[src/rtl/sha256_msg_sched_if.sv]
// sha256_msg_sched_if: block-in / word-out handshake bundle for the SHA-256 message scheduler.
// Block channel: blk_valid, blk_ready, blk_data[511:0] (W0 in bits [511:480]).
// Word channel:  w_valid, w_ready, wt, kt, t_idx, w_last; busy flags an active block.
// master = upstream/round-stage side, slave = the scheduler.
interface sha256_msg_sched_if;
    logic         blk_valid;
    logic         blk_ready;
    logic [511:0] blk_data;
    logic         w_valid;
    logic         w_ready;
    logic [31:0]  wt;
    logic [31:0]  kt;
    logic [5:0]   t_idx;
    logic         w_last;
    logic         busy;
    modport master (
        output blk_valid, blk_data, w_ready,
        input  blk_ready, w_valid, wt, kt, t_idx, w_last, busy
    );
    modport slave (
        input  blk_valid, blk_data, w_ready,
        output blk_ready, w_valid, wt, kt, t_idx, w_last, busy
    );
endinterface

[src/rtl/sha256_msg_sched.sv]
// sha256_msg_sched: streams the 64 (W_t, K_t) pairs of one 512-bit block over a 16-word sliding window.
// Ports: clk, rst_n (async, active low), bus (slave side of sha256_msg_sched_if):
//   block in via blk_valid/blk_ready/blk_data, words out via w_valid/w_ready/wt/kt/t_idx/w_last, busy.
module sha256_msg_sched (
    input  logic              clk,
    input  logic              rst_n,
    sha256_msg_sched_if.slave bus
);
    typedef enum logic {IDLE, RUN} state_t;
    localparam logic [31:0] K [64] = '{
        32'h428a2f98, 32'h71374491, 32'hb5c0fbcf, 32'he9b5dba5, 32'h3956c25b, 32'h59f111f1, 32'h923f82a4, 32'hab1c5ed5,
        32'hd807aa98, 32'h12835b01, 32'h243185be, 32'h550c7dc3, 32'h72be5d74, 32'h80deb1fe, 32'h9bdc06a7, 32'hc19bf174,
        32'he49b69c1, 32'hefbe4786, 32'h0fc19dc6, 32'h240ca1cc, 32'h2de92c6f, 32'h4a7484aa, 32'h5cb0a9dc, 32'h76f988da,
        32'h983e5152, 32'ha831c66d, 32'hb00327c8, 32'hbf597fc7, 32'hc6e00bf3, 32'hd5a79147, 32'h06ca6351, 32'h14292967,
        32'h27b70a85, 32'h2e1b2138, 32'h4d2c6dfc, 32'h53380d13, 32'h650a7354, 32'h766a0abb, 32'h81c2c92e, 32'h92722c85,
        32'ha2bfe8a1, 32'ha81a664b, 32'hc24b8b70, 32'hc76c51a3, 32'hd192e819, 32'hd6990624, 32'hf40e3585, 32'h106aa070,
        32'h19a4c116, 32'h1e376c08, 32'h2748774c, 32'h34b0bcb5, 32'h391c0cb3, 32'h4ed8aa4a, 32'h5b9cca4f, 32'h682e6ff3,
        32'h748f82ee, 32'h78a5636f, 32'h84c87814, 32'h8cc70208, 32'h90befffa, 32'ha4506ceb, 32'hbef9a3f7, 32'hc67178f2
    };
    state_t      r_state;
    state_t      w_state_nxt;
    logic [31:0] r_w [16];
    logic [5:0]  r_t;
    logic        w_load;
    logic        w_adv;
    logic [31:0] w_new;
    function automatic logic [31:0] f_sig0(input logic [31:0] x);
        return {x[6:0], x[31:7]} ^ {x[17:0], x[31:18]} ^ (x >> 3);
    endfunction
    function automatic logic [31:0] f_sig1(input logic [31:0] x);
        return {x[16:0], x[31:17]} ^ {x[18:0], x[31:19]} ^ (x >> 10);
    endfunction
    always_comb begin
        w_load      = (r_state == IDLE) && bus.blk_valid;
        w_adv       = (r_state == RUN) && bus.w_ready;
        w_state_nxt = w_load ? RUN : (w_adv && r_t == 6'd63) ? IDLE : r_state;
        // window slot 15 always receives W_{t+16}; past t=47 it is computed but never shown
        w_new       = f_sig1(r_w[14]) + r_w[9] + f_sig0(r_w[1]) + r_w[0];
    end
    always_ff @(posedge clk or negedge rst_n) begin
        if (!rst_n) begin
            r_state <= IDLE;
            r_t     <= '0;
            for (int i = 0; i < 16; i++) r_w[i] <= '0;
        end else begin
            r_state <= w_state_nxt;
            if (w_load) begin
                for (int i = 0; i < 16; i++) r_w[i] <= bus.blk_data[511-32*i -: 32];
                r_t <= '0;
            end else if (w_adv) begin
                for (int i = 0; i < 15; i++) r_w[i] <= r_w[i+1];
                r_w[15] <= w_new;
                // 6-bit index wraps 63 -> 0, leaving t cleared for the next block
                r_t     <= r_t + 6'd1;
            end
        end
    end
    assign bus.blk_ready = (r_state == IDLE);
    assign bus.w_valid   = (r_state == RUN);
    assign bus.busy      = (r_state == RUN);
    assign bus.w_last    = (r_state == RUN) && (r_t == 6'd63);
    assign bus.wt        = r_w[0];
    assign bus.kt        = K[r_t];
    assign bus.t_idx     = r_t;
endmodule

[src/flat_wrapper.sv]
// flat-port wrapper written by rule: the top's interface ports become plain ports
module sha256_msg_sched_flat 
  (clk, rst_n, bus_blk_valid, bus_blk_data, bus_w_ready, bus_blk_ready, bus_w_valid, bus_wt, bus_kt, bus_t_idx, bus_w_last, bus_busy);
  sha256_msg_sched_if bus_i ();
  input  logic clk;
  input  logic rst_n;
  input wire logic [$bits(bus_i.blk_valid)-1:0] bus_blk_valid;
  input wire logic [$bits(bus_i.blk_data)-1:0] bus_blk_data;
  input wire logic [$bits(bus_i.w_ready)-1:0] bus_w_ready;
  output wire logic [$bits(bus_i.blk_ready)-1:0] bus_blk_ready;
  output wire logic [$bits(bus_i.w_valid)-1:0] bus_w_valid;
  output wire logic [$bits(bus_i.wt)-1:0] bus_wt;
  output wire logic [$bits(bus_i.kt)-1:0] bus_kt;
  output wire logic [$bits(bus_i.t_idx)-1:0] bus_t_idx;
  output wire logic [$bits(bus_i.w_last)-1:0] bus_w_last;
  output wire logic [$bits(bus_i.busy)-1:0] bus_busy;
  assign bus_i.blk_valid = bus_blk_valid;
  assign bus_i.blk_data = bus_blk_data;
  assign bus_i.w_ready = bus_w_ready;
  assign bus_blk_ready = bus_i.blk_ready;
  assign bus_w_valid = bus_i.w_valid;
  assign bus_wt = bus_i.wt;
  assign bus_kt = bus_i.kt;
  assign bus_t_idx = bus_i.t_idx;
  assign bus_w_last = bus_i.w_last;
  assign bus_busy = bus_i.busy;
  sha256_msg_sched u_core (.clk(clk), .rst_n(rst_n), .bus(bus_i));
endmodule
[config.mk]
export PLATFORM = sky130hd
export DESIGN_NAME = sha256_msg_sched_flat
export DESIGN_NICKNAME = d
export VERILOG_FILES = /design/src/rtl/sha256_msg_sched_if.sv /design/src/rtl/sha256_msg_sched.sv /design/src/flat_wrapper.sv
export SDC_FILE = /design/constraint.sdc
export NUM_CORES = 1
export LEC_CHECK = 0
export BUFFER_PORTS_ARGS = -buffer_cell sky130_fd_sc_hd__buf_2
export CORE_MARGIN = 2
export CORE_UTILIZATION = 34
export DETAILED_ROUTE_END_ITERATION = 7
export SLEW_MARGIN = 20
export SYNTH_ARGS = -nofsm -noshare
export SYNTH_HDL_FRONTEND = slang
export SYNTH_SLANG_ARGS = --single-unit
[constraint.sdc]
create_clock -name clk -period 9.79 [get_ports clk]
set_input_delay 0.979 -clock clk [delete_from_list [all_inputs] [get_ports clk]]
set_output_delay 0.979 -clock clk [all_outputs]
set_load 0.005 [all_outputs]
-- Yosys cells after proc, flatten, opt, wreduce, memory -nomap -nowiden
Memory sizes are Yosys's and may differ from the RTL's.
Cells that the tools add are included.
- reduce and logical (&&, ||, !) cells: 6
- order comparisons: 1
- mux-type cells: 8
- add/subtract/negate cells: 4
- bitwise logic cells: 6
- eq/ne operators: 1
- operator list (operator ; count):
    512-bit two-way mux ; 2
    32-bit adder ; 3
    32-bit two-way mux ; 2
    32-bit XOR ; 2
    32-bit by 22-bit XOR with 32-bit output ; 1
    32-bit by 29-bit XOR with 32-bit output ; 1
    6-bit two-way mux ; 2
    7-bit greater-or-equal comparator (second input constant) ; 1
    6-bit inverter with 7-bit output ; 1
    6-bit by 1-bit adder with 6-bit output (second input constant) ; 1
    6-bit equality test (second input constant) ; 1
    1-bit logical AND ; 4
    2-bit nonzero test ; 2
    1-bit two-way mux ; 2
    1-bit inverter ; 1
- output and inout port bits: 74
- register bits after elaboration: 519
- input bits: 516
- word-level logic and storage cells: 45
- memories: 1
- memory bits (read-only): 2048
- memory list (memory ; words ; width ; rd ports ; clocked after memory_dff ; write ports ; RTL line ; RTL):
    (name not given) ; 64 ; 32 ; 1 ; 0 ; 0 ; sha256_msg_sched.sv:63 ; assign bus.kt = K[r_t];

-- Logic depth before layout (Yosys ltp)
Gate-level depths: netlist of the first run.
- depth in word-level cells: 7
- depth in mapped cells: 16
- depth with buffers taken out: 14

-- Worst setup path after synthesis of the first run
OpenSTA, ideal clock, no wires.
- kind: flip-flop to flip-flop
- start point: reg u_core.r_w[456] in the netlist's numbering
- end point: reg u_core.r_w[21] in the netlist's numbering
- cell stages (with the launch flop): 15
- slack: 6.081 ns
- arrival time: 3.572 ns
- period minus slack after synthesis: 3.709 ns
- required time: 9.653 ns
- library setup time: 0.137 ns
- buffers on the path: 1
- cells stage by stage: dfrtp_1 > clkbuf_1 > xnor2_1 > xnor2_1 > fa_1 > fa_1 > ha_1 > fa_1 > a211oi_1 > o211ai_1 > a31oi_1 > o211ai_1 > a21oi_1 > xor2_1 > a21oi_1
- word-level cells in the longest chain between the ends: 6
- ends and longest elaborated chain (what ; RTL line ; RTL):
    start, declared ; sha256_msg_sched.sv:22 ; logic [31:0] r_w [16];
    32-bit XOR ; sha256_msg_sched.sv:28 ; return {x[6:0], x[31:7]} ^ {x[17:0], x[31:18]} ^ (x >> 3);
    32-bit by 29-bit XOR with 32-bit output (*) ; sha256_msg_sched.sv:28 ;
    32-bit adder (*) (2 in series) ; sha256_msg_sched.sv:38 ; w_new = f_sig1(r_w[14]) + r_w[9] + f_sig0(r_w[1]) + r_w[0];
    512-bit two-way mux (*) ; sha256_msg_sched.sv:50 ; end else if (w_adv) begin
    512-bit two-way mux (*) ; sha256_msg_sched.sv:47 ; if (w_load) begin
Every way passes the cells marked *; elsewhere a longest branch is shown, timed or not. The select of a mux whose other input is x is not followed.
A chain may end at the register's enable or synchronous reset.

-- Worst setup path in the final report of the first run
- start point: reg u_core.r_t[1] (netlist: u_core.bus.t_idx[1])
- end point: out bus_kt[16]
- word-level cells in the longest chain between the ends: 4
- ends and longest elaborated chain (what ; RTL line ; RTL):
    start, declared ; sha256_msg_sched.sv:23 ; logic [5:0] r_t;
    start signal, assigned ; sha256_msg_sched.sv:54 ; r_t <= r_t + 6'd1;
    6-bit inverter with 7-bit output (implied by the code) ; sha256_msg_sched.sv:63 ;
    memory 64 x 32 bit ; n/a ;
    32-bit two-way mux (implied by the code) (2 in series) ; sha256_msg_sched.sv:63 ;
    end, declared ; flat_wrapper.sv:13 ; output wire logic [$bits(bus_i.kt)-1:0] bus_kt;
No other way between the ends. The select of a mux whose other input is x is not followed.

==> flow_metrics.py, run 1 <==
metrics = {
    "outcome": {
        "status": "complete, but fails checks",
        "violations": "DRC",
    },
    "floorplan": {
        "design.core.area_um2": 89600,
        "dieArea_um2": 92500,
        "start_util": 0.342,
        "ios": 590,
        "dieWidth_um": 304,
        "die_y_um": 304,
        "rows": 110,
    },
    "routing": {
        "vias": 29700,
        "wl_per_cell_um": 24.0,
        "drtIter0Drc": 3359,
        "drt-pass1-iter-count": 8,
        "vias_per_cell": 5.44,
        "wirelength_um": 131000,
        "ant_nets": 0,
        "drc_errors": 1,
    },
    "synth": {
        "synth_flop_cell": "dfrtp_1",
        "synth_xor_area_frac": 0.0418,
        "synth-compound-area-share": 0.177,
        "synth.distinct_cells": 66,
        "syn_area_um2": 30600,
        "async_reset_ff_frac": 1.00,
        "syn_inst": 3938,
        "ys_seq_elements": 519,
        "synth-simple-area-share": 0.223,
        "yosysSeqAreaShare": 0.424,
        "yosys.cell_count.top_type": "nand2_1",
        "yosys.area.top_type": "dfrtp_1",
        "synth_top_family_by_area": "simple AND/OR/NAND/NOR gates",
        "synth_edf_count": 0,
        "muxShareOfSynthArea": 0.00629,
        "synth_top_area_frac": 0.424,
        "synthAdderAreaFrac": 0.0602,
        "netlist_top_cells_count": "nand2_1, nor2_1, dfrtp_1",
        "syn_nets": 4564,
        "ys_warn_count": 0,
        "syn_area_per_cell_um2": 7.78,
        "ys_top_cells_by_area": "dfrtp_1, nand2_1, a31oi_1",
    },
    "clocking": {
        "cts_setup_buffers": 0,
        "cts_tree": "yes",
        "holdBufCountCts": 0,
        "cts_resized": 0,
        "clkTransAtPathRegs_ns": 0.06,
        "cts_sinks": 519,
        "cts.htree.levels": 2,
        "cts-root-buf": "clkbuf_16",
        "clockBufferDepth": 3,
        "clk-insertion-delay-late_ns": 0.63,
        "numCtsBuffers": 57,
    },
    "final_layout": {
        "area_growth_pct": 17.0,
        "multi_input_area_um2": 15600,
        "nFillCells": 9431,
        "seqCellArea_um2": 13000,
        "drive_above_1_share": 0.171,
        "fin_nets": 4858,
        "post-route-util": 0.400,
    },
    "worst_setup_path": {
        "startpoint_type": "register",
        "endpoint_kind": "output port",
        "critPathKind": "reg2out",
        "arrival_ns": 4.45,
        "crit_slowest_cell": "dfrtp_1",
        "r2r_start": "u_core.r_w[460]",
        "rr_worst_depth": 14,
        "critPathMostFrequentCell": "a21oi_1",
        "path_cells": "clkinv_1 > ha_1 > nand2b_1 > o211ai_1 > a31oi_1 > a21oi_1 > nor2_1 > a2111oi_0 > a21oi_1 > buf_2",
        "r2r-end": "u_core.r_w[26]",
        "max_stage_delay_ns": 0.91,
        "setup.worst_path.end": "bus_kt[16]",
        "critPathLaunch": "u_core.bus.t_idx[1]",
        "cp.required_ns": 8.81,
        "worstPathMaxFanout": 22,
        "rrSetupSlack_ns": 5.46,
    },
    "timing": {
        "min_period_ns": 5.43,
        "hold_violations": 0,
        "final-max-slew-violation-count": 0,
        "tns_ns": 0,
        "slew_headroom": 0.257,
        "timing_worst_slew_pin_value_ns": 1.12,
        "setup_viol": 0,
        "period_share": 0.554,
        "rsz0062_at_grt": "false",
        "skew_ns": 0.0346,
        "fmax_ghz": 0.184,
    },
    "global_route": {
        "antenna_found_initial": 31,
        "globalRoute.totalOverflow": 0,
        "grt_use_total": 0.273,
        "grt_pass1_wl_um": 190000,
        "grt_pass1_vias": 28000,
        "grt_max_degree": 228,
    },
    "power_and_ir_drop": {
        "power.density_nw_per_um2": 389,
        "p_leak_nw": 16.6,
        "peakVddDrop_mv": 0.280,
    },
    "place": {
        "dp_hpwl_um": 96500,
        "gp_congestion": 0.955,
        "port_buffers": 589,
    },
    "hold_path": {
        "hold_path_class": "in2async",
    },
    "flow_run": {
        "maxCapViolations": 0,
    },
}
==> power by group <==
group / switching [mW] / internal [mW]
sequential: 0.693 / 2.71
combinational: 5.09 / 3.14
clock: 0.959 / 1.34
==> worst min path at each step <==
stage	slack, ns	startpoint	cells after the start	to
after global placement	0.49	u_core.r_w[20]	2	u_core.r_w[20]
after CTS	0.47	rst_n	1	u_core.r_w[399]
final	0.46	rst_n	1	u_core.r_w[399]
after detailed placement	0.50	u_core.bus.t_idx[3]	1	u_core.bus.t_idx[3]
after floorplan	0.47	u_core.r_w[13]	2	u_core.r_w[13]
after global routing	0.51	rst_n	1	u_core.r_w[431]
==> sequential cells by signal, indices dropped and copies added, names as in the netlist <==
signal and flops:
u_core.bus.t_idx 6, u_core.bus.wt 32, u_core.bus.busy 1, u_core.r_w 480
==> through the flow <==
step | area (um^2) | worst slack, ns | cells | power (mW) | hold slack [ns]
detailed placement | 33800 | 5.04 | 5349 | 11.6 | 0.502
finish | 35800 | 4.36 | 5472 | 13.9 | 0.455
floorplan | 30600 | 6.08 | 3938 | 8.82 | 0.473
CTS | 35800 | 4.37 | 5452 | 13.9 | 0.470
global placement | 33800 | 5.19 | 5349 | 11.6 | 0.493
global route | 35800 | 4.03 | 5471 | 15.0 | 0.510
==> worst max-delay path: cells and delay by family (launching register included) <==
family,cells,cell delay (ns)
AO/OA/AOI/OAI,5,1.14
flip-flops,1,0.91
buffers and inverters,2,0.80
adder cells (fa/ha/maj),1,0.66
AND/OR/NAND/NOR,2,0.32
==> logic make-up after synthesis <==
logic type,count (synthesis)
AO/OA/AOI/OAI,877
XOR/XNOR,146
adder cells (fa/ha/maj),110
buffers and inverters,517
flip-flops,519
multiplexers,13
AND/OR/NAND/NOR,1756
==> area by class of cell <==
type                       count  share of cell area
clock buffer                  75              0.0448
multi-input combinational   2902               0.434
timing repair buffer         615              0.0908
antenna                       20             0.00140
tap                         1176              0.0411
inverter                     137              0.0144
clock inverter                28              0.0104
sequential                   519               0.363
==> layout by cell type, fill, tap and decap left out, drive strengths merged, types with 17 or more instances in the layout <==
cell and n:
fa 62, o211ai 25, clkbuf 75, nand3 26
xor2 29, o22ai 17, xnor2 117, dfrtp 519
nand2 1070, a21oi 128, buf 615, diode 20
ha 48, o21ai 111, nor3 31, inv 138
nor2 579, a31oi 505
==> routing by layer <==
metal / GRT usage / share of wire
met3: 0.0407 / 0.058
met5: 0 / 0.00057
met2: 0.436 / 0.47
met4: 0.120 / 0.045
met1: 0.369 / 0.43
Note: power is estimated with default switching activity, not from simulation.
==> run 2, diff against run 1 <==
Clock period 9.79 ns to 4.8 ns, I/O delays scaled along.
==> flow_metrics.py, run 2 (same netlist as run 1, synthesis figures left out) <==
metrics = {
    "outcome": {
        "status": "complete, no violations",
    },
    "clocking": {
        "clkTransAtPathRegs_ns": 0.06,
        "clk-insertion-delay-late_ns": 0.65,
        "numCtsBuffers": 59,
        "cts-root-buf": "clkbuf_16",
        "cts_setup_buffers": 0,
        "cts_tree": "yes",
        "clockBufferDepth": 3,
        "cts_sinks": 519,
        "cts.htree.levels": 2,
    },
    "timing": {
        "slew_headroom": 0.283,
        "min_period_ns": 4.26,
        "period_share": 0.887,
        "tns_ns": 0,
        "final-max-slew-violation-count": 0,
        "setup_viol": 0,
        "skew_ns": 0.0250,
        "hold_violations": 0,
        "fmax_ghz": 0.235,
        "setup_slack_ns": 0.544,
        "timing_worst_slew_pin_value_ns": 1.08,
        "rsz0062_at_grt": "false",
    },
    "place": {
        "gp_congestion": 0.961,
        "dp_hpwl_um": 100000,
        "post-place-ws_ns": 0.570,
        "port_buffers": 589,
    },
    "global_route": {
        "grt_pass1_vias": 28700,
        "globalRoute.totalOverflow": 0,
        "grt_max_degree": 150,
        "grt_use_total": 0.277,
        "grt_pass1_wl_um": 192000,
        "antenna_found_initial": 40,
    },
    "power_and_ir_drop": {
        "p_leak_nw": 16.9,
        "power.density_nw_per_um2": 792,
        "peakVddDrop_mv": 0.664,
    },
    "final_layout": {
        "layout_commonest_cell": "nand2_1",
        "top_register": "u_core.r_w",
        "largest_register_ffs": 480,
        "drive_above_1_share": 0.180,
        "area_growth_pct": 19.1,
        "fin_nets": 4907,
        "post-route-util": 0.407,
        "final_cell_mix": "nand2_1, buf_2, nor2_1",
    },
    "hold_path": {
        "hold_path_class": "in2reg",
    },
    "worst_setup_path": {
        "startpoint_type": "register",
        "critPathKind": "reg2reg",
        "worstPathMaxFanout": 5,
        "cp.required_ns": 5.30,
        "arrival_ns": 4.76,
        "endpoint_kind": "register",
    },
    "routing": {
        "vias_per_cell": 5.45,
        "drc_errors": 0,
        "vias": 30200,
        "drt-pass1-iter-count": 6,
        "ant_nets": 0,
        "wirelength_um": 133000,
        "drtIter0Drc": 3393,
        "wl_per_cell_um": 24.0,
    },
    "floorplan": {
        "dieWidth_um": 304,
        "rows": 110,
        "ios": 590,
        "die_y_um": 304,
        "start_util": 0.342,
        "design.core.area_um2": 89600,
        "dieArea_um2": 92500,
    },
    "flow_run": {
        "maxCapViolations": 0,
    },
}
-- run 2: cell count changes in the layout (fill, tap and decap cells not counted), moves of 4 or more --
| cell | before | now |
|---|---|---|
| buf_12 | 8 | 15 |
| buf_4 | 18 | 57 |
| bufinv_16 | 7 | 11 |
| clkbuf_1 | 8 | 13 |
| clkbuf_8 | 9 | 13 |
| clkinv_2 | 9 | 3 |
| clkinvlp_4 | 6 | 2 |
| diode_2 | 20 | 32 |
-- run 2: cell type report --
| class | instances | area [um^2] |
|---|---|---|
| Antenna cell | 32 | 80.1 |
| Inverter | 137 | 514 |
| Fill cell | 9364 | 53100 |
| Clock buffer | 85 | 1700 |
| Tap cell | 1176 | 1470 |
| Clock inverter | 23 | 450 |
| Timing Repair Buffer | 662 | 3700 |
| Multi-Input combinational cell | 2902 | 15600 |
| Sequential cell | 519 | 13000 |
-- run 2: repair_timing --
action / 4_1_cts / 5_1_grt
resized for setup: 0 / 0
hold buffers: 1 / 0
hold endpoints to repair: 97 / 0
-- run 2: where the power goes --
| part | leakage (nW) | internal (mW) | switching [mW] |
|---|---|---|---|
| registers | 6.71 | 5.53 | 1.28 |
| logic | 9.18 | 6.53 | 10.5 |
| clock network | 1.04 | 3.06 | 2.01 |
-- run 2: critical path, stage by stage, from the launching register on --
cell	delay, ns
dfrtp_1	0.46
xnor2_1	0.18
xnor2_1	0.32
fa_1	0.50
fa_1	0.45
ha_1	0.23
fa_1	0.48
a211oi_1	0.31
o211ai_1	0.25
a31oi_1	0.25
o211ai_1	0.20
a21oi_1	0.23
xor2_1	0.18
a21oi_1	0.08
-- run 2: final timing paths --
check / from / to / slack (ns) / cells after the start
worst max-delay path: u_core.r_w[43] / u_core.r_w[25] / 0.54 / 13
worst min-delay path: bus_blk_data[5] / u_core.r_w[5] / 0.06 / 3
worst max register to register: u_core.r_w[43] / u_core.r_w[25] / 0.54 / 13
worst min register to register: u_core.r_w[20] / u_core.r_w[20] / 0.51 / 2
max in group asynchronous: rst_n / u_core.r_w[297] / 3.02 / 3
min in group asynchronous: rst_n / u_core.r_w[405] / 0.47 / 2
-- run 2: layer usage --
| metal | GRT usage | vias to the layer above | wire [um] |
|---|---|---|---|
| li1 | - | 13900 | - |
| met1 | 0.373 | 14900 | 56500 |
| met2 | 0.454 | 1197 | 63400 |
| met3 | 0.0376 | 207 | 8120 |
| met4 | 0.101 | 8 | 4480 |
| met5 | 0 | - | 55 |
-- run 2: metrics by stage --
step                area [um^2]  instances  hold WS [ns]  total power, mW
global placement          34200       5395         0.498             23.6
finish                    36500       5536        0.0634             28.9
CTS                       36400       5504        0.0452             28.8
global route              36500       5532        0.0757             30.8
detailed placement        34200       5395         0.509             23.6
floorplan                 30600       3938         0.184             18.0
